<file path="src/rtl/tinyriscv_pkg.sv">
// Shared definitions for tinyriscv RIB peripherals: interrupt codes, bus
// payload, timer register map, CTRL bit positions and the slave-port FSM states.
package tinyriscv_pkg;

  localparam int unsigned DATA_W = 32;
  localparam int unsigned ADDR_W = 32;
  localparam int unsigned INT_W  = 8;

  // Interrupt encoding
  localparam logic [INT_W-1:0] INT_NONE     = 8'h00;
  localparam logic [INT_W-1:0] INT_TIMER0   = 8'h01;
  localparam logic             INT_ASSERT   = 1'b1;
  localparam logic             INT_DEASSERT = 1'b0;

  // RIB handshake levels
  localparam logic RIB_REQ     = 1'b1;
  localparam logic WriteEnable = 1'b1;

  // Timer register offsets (addr[3:2])
  localparam logic [1:0] TIMER_CTRL  = 2'd0;
  localparam logic [1:0] TIMER_COUNT = 2'd1;
  localparam logic [1:0] TIMER_VALUE = 2'd2;

  // CTRL bit indices
  localparam int unsigned CTRL_EN   = 0;
  localparam int unsigned CTRL_IE   = 1;
  localparam int unsigned CTRL_PEND = 2;

  // Request payload as seen by a RIB slave
  typedef struct packed {
    logic              we;
    logic [ADDR_W-1:0] addr;
    logic [DATA_W-1:0] wdata;
  } rib_req_t;

  // Slave-port handshake states
  typedef enum logic [0:0] {
    RIB_IDLE = 1'b0,
    RIB_RESP = 1'b1
  } rib_state_e;

  // Pack CTRL fields into a read word; unused bits read 0
  function automatic logic [DATA_W-1:0] ctrl_word(input logic en, input logic ie,
                                                  input logic pend);
    logic [DATA_W-1:0] w;
    w            = '0;
    w[CTRL_EN]   = en;
    w[CTRL_IE]   = ie;
    w[CTRL_PEND] = pend;
    return w;
  endfunction

endpackage

</file>
<file path="src/rtl/rib_slave_port.sv">
// Generic RIB slave handshake: accepts a request in IDLE, then presents a
// one-cycle ack with the read data captured at acceptance.
// Ports:
//   clk, rst   - clock, synchronous active-high reset
//   req        - request from initiator
//   rdata      - combinational read data from the peripheral register file
//   accept_c   - combinational strobe: request accepted this cycle
//   ack        - registered response strobe (one cycle)
//   data       - registered read data, zero when ack is low
module rib_slave_port
  import tinyriscv_pkg::*;
(
  input  logic              clk,
  input  logic              rst,
  input  logic              req,
  input  logic [DATA_W-1:0] rdata,
  output logic              accept_c,
  output logic              ack,
  output logic [DATA_W-1:0] data
);

  rib_state_e        state;
  rib_state_e        state_nxt;
  logic              ack_nxt;
  logic [DATA_W-1:0] data_nxt;

  // State and registered outputs
  always_ff @(posedge clk) begin
    if (rst) begin
      state <= RIB_IDLE;
      ack   <= 1'b0;
      data  <= '0;
    end else begin
      state <= state_nxt;
      ack   <= ack_nxt;
      data  <= data_nxt;
    end
  end

  // Next state; RESP always falls back to IDLE so requests ack every other cycle
  always_comb begin
    state_nxt = state;
    ack_nxt   = 1'b0;
    data_nxt  = '0;
    accept_c  = 1'b0;
    case (state)
      RIB_IDLE: begin
        if (req == RIB_REQ) begin
          accept_c  = 1'b1;
          state_nxt = RIB_RESP;
          ack_nxt   = 1'b1;
          data_nxt  = rdata;
        end
      end
      RIB_RESP: state_nxt = RIB_IDLE;
      default:  state_nxt = RIB_IDLE;
    endcase
  end

endmodule

</file>
<file path="src/rtl/rib_timer.sv">
// RIB timer peripheral: CTRL/COUNT/VALUE registers, periodic counter with
// pending flag and registered interrupt output.
// Ports:
//   clk, rst             - clock, synchronous active-high reset
//   req_i, we_i          - RIB request and write enable
//   addr_i, data_i       - byte address (bits [3:2] decoded), write data
//   data_o, ack_o        - read data and one-cycle response strobe
//   int_sig_o, int_o     - interrupt level and interrupt code
module rib_timer
  import tinyriscv_pkg::*;
#(
  parameter logic [INT_W-1:0] IntId = INT_TIMER0
) (
  input  logic              clk,
  input  logic              rst,
  input  logic              req_i,
  input  logic              we_i,
  input  logic [ADDR_W-1:0] addr_i,
  input  logic [DATA_W-1:0] data_i,
  output logic [DATA_W-1:0] data_o,
  output logic              ack_o,
  output logic              int_sig_o,
  output logic [INT_W-1:0]  int_o
);

  rib_req_t          bus_c;
  logic              accept_c;
  logic [DATA_W-1:0] rdata_c;
  logic              wr_ctrl_c;
  logic              wr_value_c;
  logic              hit_c;

  logic              en;
  logic              ie;
  logic              pend;
  logic [DATA_W-1:0] count;
  logic [DATA_W-1:0] value;

  logic unused_addr;
  assign unused_addr = ^{bus_c.addr[ADDR_W-1:4], bus_c.addr[1:0]};

  assign bus_c = '{we: we_i, addr: addr_i, wdata: data_i};

  rib_slave_port u_port (
    .clk      (clk),
    .rst      (rst),
    .req      (req_i),
    .rdata    (rdata_c),
    .accept_c (accept_c),
    .ack      (ack_o),
    .data     (data_o)
  );

  assign wr_ctrl_c  = accept_c & (bus_c.we == WriteEnable) & (bus_c.addr[3:2] == TIMER_CTRL);
  assign wr_value_c = accept_c & (bus_c.we == WriteEnable) & (bus_c.addr[3:2] == TIMER_VALUE);

  // Terminal count; VALUE==0 means free-run with no match
  assign hit_c = en & (value != '0) & (count == value - DATA_W'(1));

  // Read mux, pre-write values of the accepting cycle
  always_comb begin
    rdata_c = '0;
    case (bus_c.addr[3:2])
      TIMER_CTRL:  rdata_c = ctrl_word(en, ie, pend);
      TIMER_COUNT: rdata_c = count;
      TIMER_VALUE: rdata_c = value;
      default:     rdata_c = '0;
    endcase
  end

  // Timer registers and interrupt outputs
  always_ff @(posedge clk) begin
    if (rst) begin
      en        <= 1'b0;
      ie        <= 1'b0;
      pend      <= 1'b0;
      count     <= '0;
      value     <= '0;
      int_sig_o <= INT_DEASSERT;
      int_o     <= INT_NONE;
    end else begin
      if (wr_ctrl_c) begin
        en <= bus_c.wdata[CTRL_EN];
        ie <= bus_c.wdata[CTRL_IE];
      end
      // Hardware set beats a simultaneous write-1-to-clear
      if (hit_c) begin
        pend <= 1'b1;
      end else if (wr_ctrl_c && bus_c.wdata[CTRL_PEND]) begin
        pend <= 1'b0;
      end
      if (wr_value_c) begin
        value <= bus_c.wdata;
      end
      if (!en || hit_c) begin
        count <= '0;
      end else begin
        count <= count + DATA_W'(1);
      end
      int_sig_o <= (pend & ie) ? INT_ASSERT : INT_DEASSERT;
      int_o     <= (pend & ie) ? IntId : INT_NONE;
    end
  end

endmodule

</file>
<file path="config.mk">
export PLATFORM = sky130hd
export DESIGN_NAME = rib_timer
export DESIGN_NICKNAME = d
export VERILOG_FILES = /design/src/rtl/tinyriscv_pkg.sv /design/src/rtl/rib_slave_port.sv /design/src/rtl/rib_timer.sv
export SDC_FILE = /design/constraint.sdc
export NUM_CORES = 1
export LEC_CHECK = 0
export BUFFER_PORTS_ARGS = -buffer_cell sky130_fd_sc_hd__buf_2
export CAP_MARGIN = 20
export CORE_MARGIN = 4
export CORE_UTILIZATION = 50
export DETAILED_ROUTE_END_ITERATION = 12
export PLACE_DENSITY = 0.74
export SLEW_MARGIN = 5
export SYNTH_ARGS = -nofsm -noshare
export SYNTH_HDL_FRONTEND = slang
export SYNTH_SLANG_ARGS = --single-unit
</file>
<file path="constraint.sdc">
create_clock -name clk -period 3.5 [get_ports clk]
set_input_delay 0.35 -clock clk [delete_from_list [all_inputs] [get_ports clk]]
set_output_delay 0.35 -clock clk [all_outputs]
set_load 0.05 [all_outputs]
</file>
==> metrics list, run 1 <==
- The clock period could shrink to roughly 3.3 ns.
- The first detailed-routing pass ran for 5 iterations.
- Wires add up to 13,300 um.
- Die width: ~110 um
* Critical path cell sequence: inv_1 > ha_1 > nor4b_4 > nand2_4 > nor4_2 > o211ai_1 > or4_1 > or4_4 > nor4_4 > clkbuf_16 > nor3_2
* Non-filler cells, final: 823
- GR Util All Layers: 0.214
- The initial antenna violation count was 0.
* Net count, final: about 750
- Yosys mapped a number of flops with a built-in enable equal to 0.
- For this configuration, the core starts out at a cell density of 0.515.
- The tool flagged a number of max-cap violations equal to 0.
* Antenna diode count: 0
* FF-to-FF setup slack: ~0.19 ns
- STA puts the critical path data arrival time at roughly 3.6 ns.
- The slowest stage of the critical path belongs to the cell sky130_fd_sc_hd__or4_1.
* Number of cells traversed by the worst register-to-register path: 11
* Area added between synthesis and finish: 13.4%
- DRC violation count after routing: 0
* Mean cell area of the mapped netlist: about 8.5 sq um
- Yosys warning total: 0
* TritonCTS clock tree: yes
- Number of port buffers: 72
* Max stage delay on crit path: roughly 0.52 ns
- Mean routed wirelength per cell: ~16 um
* Peak Freq: 302 MHz
* Routability congestion estimate: about 0.90
- OpenSTA, run right after detailed placement, puts the worst setup slack at between 0.15 and 0.2 ns.
- The min-delay analysis places its worst path in the category in -> reg.
- The via count of the first global-routing pass is between 4,000 and 5,000.
* Std-Cell Rows: 37
* Top cells by area in the synthesized netlist: sky130_fd_sc_hd__dfxtp_1, sky130_fd_sc_hd__xnor2_1, sky130_fd_sc_hd__nand2_1
- The tree is rooted in a sky130_fd_sc_hd__clkbuf_8.
- Bufs and invs on worst path: 2
- Fraction of the yosys area taken by sequential cells: 0.380
- The die covers 12,300 sq um.
- Leakage power: about 2.2 nW
- Largest buffer count on any clock path: 2
- Pins Over Slew Limit: 0
* Required time at the worst-slack endpoint: approximately 3.7 ns
- Number of library cell types mapped by synthesis: 66
- Area fraction of the dominant cell type after synthesis: 0.380
- After detailed routing, the number of vias per cell comes to 5.62.
* Final WS setup: between 0.15 and 0.2 ns
- CTS clk-pin slew, worst paths: 0.10 ns
- The clock reaches the later pin of the worst-skew pair after 0.38 ns.
* Final hold violations: 0
- Global-route wire length before repair: 21,900 um
* Worst hold path stage count: 3
- Maximum vdd ir drop: ~190 uV
* Family of cells with the greatest summed delay on the critical path: simple AND/OR/NAND/NOR gates
- In this run the remaining antenna-violating nets after routing total 0.
- The H-tree was split into 3 levels.
- Entering global routing, the biggest net connects between 40 and 50 pins.
- The detailed router placed 4,623 vias in this run.
- Setup repair after global routing left no endpoint under its margin.
- Setup violations remaining at the end of the flow were counted as 0.
- During I/O placement, the number of pins put on the boundary was between 100 and 150.
- The worst setup path is launched from a flop.
- Leaving out fill and tap cells, the most frequent cells in the layout are sky130_fd_sc_hd__dfxtp_1, sky130_fd_sc_hd__nand2_1, sky130_fd_sc_hd__buf_2, sky130_fd_sc_hd__nor2_1, sky130_fd_sc_hd__xnor2_1.
* Slew @ Worst Pin: a little under 0.8 ns
* Final Core Density: 0.584
- Core footprint: between 10,000 and 15,000 sq um
- In the final layout, the share of cells above drive strength 1 is 0.231.
- 1st-iter DRT viols: about 250
- Sinks on the clock net: just over 100
- Fraction of registers with async set or reset after synthesis: 0
- The multi-input combinational cells in the finished layout cover a total of about 3000 sq um.
- After global routing the overflow that remains totals 0.
* Worst rel slew slack: 0.484
- Once detailed placement completed, the half-perimeter wirelength came to roughly 9300 um.
- Critical Setup Path Class: reg -> reg
* Number of fillers in the final layout: ~940
- After synthesis the cells add up to around 5300 sq um.
* Final cycle utilization of the critical path: 0.946
- Overall die height: roughly 110 um
* FF+latch area: approximately 2000 sq um
- Summed over all failing endpoints, the final setup total negative slack is 0 ns.
- In this run the power density over the cells is about 390 nW/um^2.
- Run status: complete, no violations
- Among all flip-flop cells after synthesis, the most frequent one is sky130_fd_sc_hd__dfxtp_1.
- Worst Setup End Kind: flop
- Synthesis produced roughly 630 cells.
* Final worst clock skew: 0.0105 ns
- The synthesized design spends more area on one cell type than any other, namely sky130_fd_sc_hd__dfxtp_1.
- Maximum fanout count along the critical path: 16
- Leaving out fill and tap cells, the most frequent cell in the layout is sky130_fd_sc_hd__dfxtp_1.
- Once placement completed, the tool counted placed cells totaling about 810.
- Critical path depth: 11
* TritonCTS buffer count: 9
- Post-synthesis register bit count: a little over 100
* Post-CTS setup buffer count: 0
==> stage by stage <==
| stage | area, sq um | power [mW] | hold slack [ns] |
|---|---|---|---|
| 2_1_floorplan | 5340 | 1.40 | 0.419 |
| 3_3_place_gp | 5760 | 1.47 | 0.451 |
| 3_5_place_dp | 5760 | 1.47 | 0.453 |
| 4_1_cts | 6000 | 2.35 | 0.191 |
| 5_1_grt | 6030 | 2.43 | 0.196 |
| 6_report | 6030 | 2.33 | 0.202 |
==> routing by layer <==
layer,wire [um],share of wire,track usage
met3,584,0.044,0.0333
met2,6610,0.50,0.365
met1,5850,0.44,0.270
met5,0,0,0
met4,243,0.018,0.0900
==> cell families (layout without fill, tap and decap cells) <==
logic type                 count (synthesis)  count (layout)  synth area share
buffers and inverters                     63             117            0.0567
xor gates and xnor gates                  73              73             0.120
AOI/OAI and AO/OA                         95              95             0.117
other                                      1               7          0.000706
and+or+nand+nor                          284             284             0.304
muxes                                      7               7            0.0137
DFF                                      101             101             0.380
adders and majority gates                  3               3           0.00659
==> sequential cells by signal (all words and copies together), names as in the netlist <==
name         count
ie               1
en               1
u_port.data     32
count           32
pend             1
u_port.ack       1
int_o            1
value           32
==> Yosys cell counts (all sizes together) (5+ instances only) <==
| library cell | n |
|---|---|
| a21oi | 39 |
| and3 | 6 |
| o21ai | 5 |
| clkbuf | 37 |
| buf | 18 |
| nor2 | 65 |
| nor4 | 9 |
| inv | 8 |
| mux2i | 5 |
| nand3 | 20 |
| dfxtp | 101 |
| nand2 | 92 |
| xnor2 | 46 |
| nor3 | 50 |
| xor2 | 27 |
| or4 | 10 |
| nand4 | 8 |
| a22oi | 29 |
==> worst paths after layout <==
check,from,to
min,data_i[3],value[3]
max reg2reg,value[0],count[18]
min reg2reg,ie,int_o[0]
max,value[0],count[18]
==> worst min-delay path: stages <==
cell and delay, ns:
sky130_fd_sc_hd__buf_2 0.09, sky130_fd_sc_hd__nand2_1 0.04, sky130_fd_sc_hd__a21oi_1 0.05
==> layout make-up <==
type	instances	area share
Sequential cell	101	0.335
Multi-Input combinational cell	469	0.502
Clock inverter	5	0.0178
Tap cell	136	0.0282
Clock buffer	11	0.0218
Inverter	8	0.00498
Timing Repair Buffer	93	0.0901
==> where the power goes <==
group | internal, mW | switching, mW | total [mW]
registers | 1.16 | 0.0150 | 1.17
clock network | 0.479 | 0.400 | 0.880
logic | 0.115 | 0.165 | 0.280
total | 1.75 | 0.580 | 2.33
==> repair_timing <==
action,4_1_cts,5_1_grt
endpoints found under the setup margin,0,32
hold buffers,0,0
gates resized for setup,0,3
(Power assumes the default switching activity.)
==> run 2, diff against run 1 <==
CELL_PAD_IN_SITES_DETAIL_PLACEMENT = 1   (was default)
CELL_PAD_IN_SITES_GLOBAL_PLACEMENT = 1   (was default)
CORE_UTILIZATION = 41   (was 50)
PLACE_DENSITY = default   (was 0.74)
PLACE_DENSITY_LB_ADDON = 0.1   (was default)
==> metrics list, run 2 (synthesized netlist as in run 1, its figures left out) <==
- The die area came to 14,800 sq um (was 12,300 sq um).
- Setup repair after global routing missed its margin: no (unchanged).
- Run status: complete, no violations (unchanged)
* Slew @ Worst Pin: 0.860 ns (was 0.774 ns)
- Wire length reported by the detailed router: 15,600 um (was 13,300 um)
- Worst hold path stage count: 3 (unchanged)
- The number of hold violations in the final report was 0 (unchanged).
- Critical Setup Path Class: reg -> reg (unchanged)
* Clock network latency to the later pin of the worst-skew pair: 0.36 ns (was 0.38 ns)
- Registers with the most flip-flops: count (32), u_port.data (32), value (32) (unchanged)
- Peak Freq: 302 MHz (about the same)
- The data arrival time of the critical path is 3.55 ns (was 3.56 ns).
- Most common library cell in the layout ignoring fill and taps: sky130_fd_sc_hd__dfxtp_1 (unchanged)
- TritonCTS clock tree: yes (unchanged)
- Final ANT Viol Nets: 0 (unchanged)
- Required time at the worst-slack endpoint: 3.73 ns (was 3.74 ns)
- The clock slew at the register clock pins of the worst setup and hold paths is 0.07 ns (was 0.10 ns).
* Overall die height: 122 um (was 111 um)
- Endpoint of the lowest-slack register-to-register path: count[15] (was count[18])
- Clock power frac: 0.434 (was 0.377)
- The endpoint type of the worst setup path is a flop (unchanged).
- The number of placement rows came to 41 (was 37).
- Net count, final: 762 (was 752)
- Pin count of the biggest net entering global routing: 41 (unchanged)
- The final routed DRC violation total was 0 (unchanged).
- The post-route fraction of the period consumed by the critical path came to 0.947 (was 0.946).
- The final count of negative-setup-slack endpoints was 0 (unchanged).
- The total track usage came to 0.215 (was 0.214).
- Estimated wirelength of the detail-placed design: 10,900 um (was 9350 um)
- Internal power summed over all cells: 1.96 mW (was 1.75 mW)
- Clock period minus worst slack: 3.31 ns (about the same)
- The initial cell density of the core is 0.419 (was 0.515).
- The proportion of power drawn by flip-flops and latches came to 0.452 (was 0.503).
* FF+latch area: 2020 sq um (unchanged)
- Most frequent cells in the layout: sky130_fd_sc_hd__dfxtp_1, sky130_fd_sc_hd__nand2_1, sky130_fd_sc_hd__buf_2, sky130_fd_sc_hd__nor2_1, sky130_fd_sc_hd__xnor2_1 (unchanged)
* Hold Path Origin: data_i[19] (was data_i[3])
- Via count of the first global-routing pass: 4,838 (was 4,452)
- Largest buffer count on any clock path: 2 (unchanged)
- The multi-input gate area in the final layout was 3020 sq um (was 3030 sq um).
- The relative slew slack was 0.424 (was 0.484).
* Global-route wire length before repair: 25,100 um (was 21,900 um)
- The setup total negative slack was 0 ns (unchanged).
* Part of the total power dissipated in combinational logic: 0.114 (was 0.120)
- Leakage power: 2.34 nW (was 2.24 nW)
* Mean routed wirelength per cell: 18.0 um (was 16.2 um)
* Share of layout cells above drive strength 1: 0.246 (was 0.231)
* Switching fraction of total power: 0.244 (was 0.249)
- The worst hold endpoint is value[19] (was value[3]).
* TritonCTS buffer count: 9 (unchanged)
- Antenna diode count: 0 (unchanged)
* Via Count: 4,703 (was 4,623)
* PD cells: 415 nW/um^2 (was 387 nW/um^2)
- Worst setup SP type: flop (unchanged)
- The initial antenna violation count is 0 (unchanged).
- Number of cells traversed by the worst register-to-register path: 10 (was 11)
- The DRC marker count from the first detailed-route iteration was 272 (was 245).
- The minimum setup slack among reg-to-reg paths was 0.19 ns (about the same).
- Die width: 122 um (was 111 um)
- The post-route clock skew was 0.00504 ns (was 0.0105 ns).
- The worst-path maximum fanout was 16 (unchanged).
- Number of fillers in the final layout: 1,556 (was 938)
- Sinks on the clock net: 101 (unchanged)
* Core footprint: 12,700 sq um (was 10,300 sq um)
* Per-cell via count in the routed design: 5.42 (was 5.62)
* Count of hold-fix buffers inserted at cts: 0 (unchanged)
- The global-route congestion overflow total was 0 (unchanged).
- The critical register-to-register path startpoint is value[3] (was value[0]).
- The weighted congestion reported at the end of routability-driven placement came to 0.796 (was 0.895).
- CTS root buf: sky130_fd_sc_hd__clkbuf_16 (was sky130_fd_sc_hd__clkbuf_8)
- The port buffer count was 72 (unchanged).
* Switching power summed over all nets: 632 uW (was 580 uW)
- The post-synthesis to final-layout area growth came to 17.5% (was 13.4%).
- The level count of the clock H-tree came to 3 (unchanged).
- The number of pins with negative max-slew slack in the final report came to 0 (unchanged).
- First drt pass iteration count: 4 (was 5)
- The max-cap check violation count is 0 (unchanged).
- The maximum ir drop on the vdd rail is 240 uV (was 192 uV).
* Count of boundary I/O pins: 110 (unchanged)
- Total Power Consumption: 2.59 mW (was 2.33 mW)
- The path class of the lowest-slack min-delay path is in -> reg (unchanged).
- The minimum hold slack was 0.218 ns (was 0.202 ns).
run 2: cell types whose count changed in the layout (fill, tap and decap cells not counted), moves of 2 or more:
cell,change
sky130_fd_sc_hd__buf_4,+9
sky130_fd_sc_hd__clkbuf_1,-2
sky130_fd_sc_hd__clkbuf_16,+9
sky130_fd_sc_hd__clkbuf_8,-6
run 2: how the worst max path moves through the flow:
stage	endpoint	from	slack (ns)	cells past startpoint
after CTS	count[0]	value[1]	0.04	11
final	count[15]	value[3]	0.19	10
after detailed placement	count[0]	value[1]	0.08	11
after floorplan	count[18]	value[0]	0.34	11
after global placement	count[0]	value[1]	0.15	11
after global routing	count[5]	value[1]	0.05	12
run 2: power groups by stage:
stage / clock (mW) / combinational [mW] / sequential [mW]
after floorplan: 0 / 0.209 / 1.20
after global placement: 0 / 0.286 / 1.20
after detailed placement: 0 / 0.294 / 1.20
after CTS: 1.15 / 0.295 / 1.17
after global routing: 1.20 / 0.325 / 1.17
final: 1.12 / 0.296 / 1.17
run 2: routing by layer:
metal	vias up	GRT usage	routed length, um
met5	-	0	0
met1	2328	0.277	7070
met4	0	0.0623	196
li1	2287	-	-
met3	14	0.0390	561
met2	74	0.369	7750
run 2: final cells by class:
cell class	instances	share of cell area
clock buffers	12	0.0427
multi-input cells	469	0.484
inverters	8	0.00481
well taps	172	0.0345
clock inverters	3	0.0108
flip-flops and latches	101	0.324
repair buffers	103	0.0996
run 2: critical path: stages (launching register included):
cell	delay, ns
sky130_fd_sc_hd__dfxtp_1	0.40
sky130_fd_sc_hd__nor3_2	0.50
sky130_fd_sc_hd__nand3_1	0.29
sky130_fd_sc_hd__nor4_2	0.27
sky130_fd_sc_hd__xnor2_1	0.12
sky130_fd_sc_hd__or4_1	0.51
sky130_fd_sc_hd__or4_4	0.46
sky130_fd_sc_hd__nor4_4	0.13
sky130_fd_sc_hd__buf_4	0.19
sky130_fd_sc_hd__buf_8	0.23
sky130_fd_sc_hd__nor3_2	0.07
run 2: stage by stage:
stage / cells / setup slack (ns) / instance area [sq um] / utilization
2_1_floorplan: 633 / 0.336 / 5340 / -
3_3_place_gp: 849 / 0.153 / 5860 / 0.463
6_report: 868 / 0.185 / 6240 / 0.493
3_5_place_dp: 849 / 0.0787 / 5860 / 0.463
4_1_cts: 864 / 0.0434 / 6200 / 0.489
5_1_grt: 868 / 0.0474 / 6240 / 0.493
run 2: what timing repair did:
action / CTS / global route
resized for setup: 0 / 3
endpoints found under the hold margin: 0 / 0
endpoints found under the setup margin: 0 / 32
buffers inserted: 0 / 2
==> run 3, diff against run 2 <==
CORE_MARGIN = default   (was 4)
CORE_UTILIZATION = 37   (was 41)
clock period = 2.7 ns   (was 3.5 ns; I/O delays follow)
==> metrics list, run 3 (synthesized netlist as in run 1, its figures left out) <==
- The final count of negative-setup-slack endpoints was 33 (was 0).
- Wire length reported by the detailed router: 18,300 um (was 15,600 um)
* Antenna diode count: 0 (unchanged)
- The via count normalized by instance count came to 5.29 (was 5.42).
- The placeable core region is 13,900 sq um (was 12,700 sq um).
- Count of boundary I/O pins: 110 (unchanged)
* Final-layout setup total negative slack: -11.31 ns (was 0 ns)
- Number of port buffers: 72 (unchanged)
* Slew @ Worst Pin: 0.598 ns (was 0.860 ns)
- Most frequent cells in the layout: sky130_fd_sc_hd__buf_4, sky130_fd_sc_hd__dfxtp_1, sky130_fd_sc_hd__nand2_1, sky130_fd_sc_hd__buf_2, sky130_fd_sc_hd__nor2_1 (was sky130_fd_sc_hd__dfxtp_1, sky130_fd_sc_hd__nand2_1, sky130_fd_sc_hd__buf_2, sky130_fd_sc_hd__nor2_1, sky130_fd_sc_hd__xnor2_1)
* Worst setup SP type: flop (unchanged)
* FF-to-FF setup slack: -0.40 ns (was 0.19 ns)
* Critical Setup Path Class: reg -> reg (unchanged)
* Most common library cell in the layout ignoring fill and taps: sky130_fd_sc_hd__buf_4 (was sky130_fd_sc_hd__dfxtp_1)
- Part of the total power dissipated in combinational logic: 0.153 (was 0.114)
- The routed length per instance is 19.0 um (was 18.0 um).
- Setup Slack @ Placement: -0.524 ns (was 0.0787 ns)
- The worst-path maximum fanout came to 6 (was 16).
- Pins Over Slew Limit: 0 (unchanged)
- The maximum root-to-sink buffer count is 2 (unchanged).
- Maximum vdd ir drop: 265 uV (was 240 uV)
- Final WS setup: -0.397 ns (was 0.185 ns)
- Met1 Use GR: 0.306 (was 0.277)
* Hold crit path type: in -> reg (unchanged)
* Run status: finished with violations (was complete, no violations)
- Antenna violations before repair: 0 (unchanged)
- Required time at the worst-slack endpoint: 2.93 ns (was 3.73 ns)
- Routing layer with the top usage in global route: met2 (unchanged)
- The relative slew slack was 0.597 (was 0.424).
- GR met2 Demand/Resource: 0.445 (was 0.369)
- Pin count of the biggest net entering global routing: 34 (was 41)
- Internal power summed over all cells: 2.50 mW (was 1.96 mW)
- The via count of the first global-routing pass is 5,359 (was 4,838).
- Peak Freq: 323 MHz (was 302 MHz)
- The global-route wire length before repair is 28,700 um (was 25,100 um).
- Clock period minus worst slack: 3.10 ns (was 3.31 ns)
- The CTS buffer count is 9 (unchanged).
- The power density over the cells is 475 nW/um^2 (was 415 nW/um^2).
- The DRC marker count from the first detailed-route iteration came to 315 (was 272).
- Number of max-cap violations: 0 (unchanged)
* CTS root buf: sky130_fd_sc_hd__clkbuf_16 (unchanged)
- The post-route fraction of the period consumed by the critical path is 1.15 (was 0.947).
* DRC violation count after routing: 0 (unchanged)
- The endpoint type of the worst setup path is a flop (unchanged).
* TritonCTS clock tree: yes (unchanged)
- Final ANT Viol Nets: 0 (unchanged)
* Effective utilization at floorplan: 0.381 (was 0.419)
* Switching power summed over all nets: 880 uW (was 632 uW)
- Final Core Density: 0.510 (was 0.493)
* Switching fraction of total power: 0.261 (was 0.244)
* Registers with the most flip-flops: count (32), u_port.data (32), value (32) (unchanged)
- The level count of the clock H-tree came to 3 (unchanged).
- Via Count: 5,089 (was 4,703)
- WP data arrival: 3.33 ns (was 3.55 ns)
- Sequential share of power: 0.449 (was 0.452)
* Std-Cell Rows: 43 (was 41)
- First drt pass iteration count: 4 (unchanged)
- The checks that failed: setup timing.
* Final worst clock skew: 0.00816 ns (was 0.00504 ns)
* Routability congestion estimate: 0.892 (was 0.796)
- The post-synthesis to final-layout area growth was 33.8% (was 17.5%).
- Leakage power: 2.84 nW (was 2.34 nW)
* Share of layout cells above drive strength 1: 0.368 (was 0.246)
- The total track usage was 0.257 (was 0.215).
- The net count reported at finish was 848 (was 762).
- The sink count of the clock tree is 101 (unchanged).
* Floorplan die area: 14,800 sq um (about the same)
- The global-route congestion overflow total is 0 (unchanged).
* Setup repair after global routing missed its margin: yes (was no)
- The clock slew at the register clock pins of the worst setup and hold paths is 0.07 ns (about the same).
* Total Power Consumption: 3.38 mW (was 2.59 mW)
- The clock latency on the worst-skew pair is 0.36 ns (about the same).
- The die height came to 122 um (about the same).
* GR Util met3: 0.0407 (was 0.0390)
- The die width is 122 um (about the same).
* Worst hold-check slack: 0.138 ns (was 0.218 ns)
- Final hold violations: 0 (unchanged)
- Clock power frac: 0.398 (was 0.434)
- The HPWL after detailed placement was 13,000 um (was 10,900 um).
run 3: power groups by stage:
stage / Sequential, mW / Clock (mW) / Combinational, mW
after floorplan: 1.55 / 0 / 0.278
after global placement: 1.55 / 0 / 0.442
after detailed placement: 1.55 / 0 / 0.456
after CTS: 1.51 / 1.38 / 0.499
after global routing: 1.51 / 1.43 / 0.551
final: 1.51 / 1.35 / 0.517
run 3: critical path, cell delays in order (launching register included):
cell,delay (ns)
sky130_fd_sc_hd__dfxtp_2,0.36
sky130_fd_sc_hd__nor4_4,0.43
sky130_fd_sc_hd__nand3_2,0.22
sky130_fd_sc_hd__nor4_4,0.19
sky130_fd_sc_hd__xnor2_1,0.09
sky130_fd_sc_hd__or4_1,0.51
sky130_fd_sc_hd__or4_4,0.52
sky130_fd_sc_hd__nor4_4,0.16
sky130_fd_sc_hd__buf_4,0.18
sky130_fd_sc_hd__buf_12,0.11
sky130_fd_sc_hd__buf_16,0.13
sky130_fd_sc_hd__nor3_2,0.05
run 3: path summary, 6_finish.rpt:
check	from	end	cells after the start
hold / removal	data_i[9]	value[9]	3
setup reg to reg	value[6]	count[24]	11
setup / recovery	value[6]	count[24]	11
hold reg to reg	ie	int_o[0]	2
run 3: repair_timing:
item / CTS / global route
hold endpoints to repair: 0 / 0
setup endpoints to repair: 33 / 33
resized for setup: 30 / 10
buffers inserted: 12 / 4
hold buffers: 0 / 0
cloned: 2 / 1
pin swaps: 0 / 3
run 3: final cells by class:
cell class,instances,area (sq um)
Fill cell,1652,6820
Multi-Input combinational cell,469,3190
Sequential cell,101,2040
Timing Repair Buffer,189,1320
Clock buffer,11,253
Tap cell,180,225
Clock inverter,4,47.5
Inverter,8,32.5
run 3: metrics by stage:
stage | area (sq um) | cells
final | 7110 | 962
after global routing | 7110 | 962
after CTS | 7020 | 958
after detailed placement | 6450 | 929
after global placement | 6450 | 929
after floorplan | 5390 | 633
run 3: metal layers:
layer / part of all wire / vias to the layer above
met5: 0 / -
met4: 0.018 / 0
met3: 0.048 / 20
met2: 0.52 / 107
met1: 0.42 / 2514
li1: - / 2448
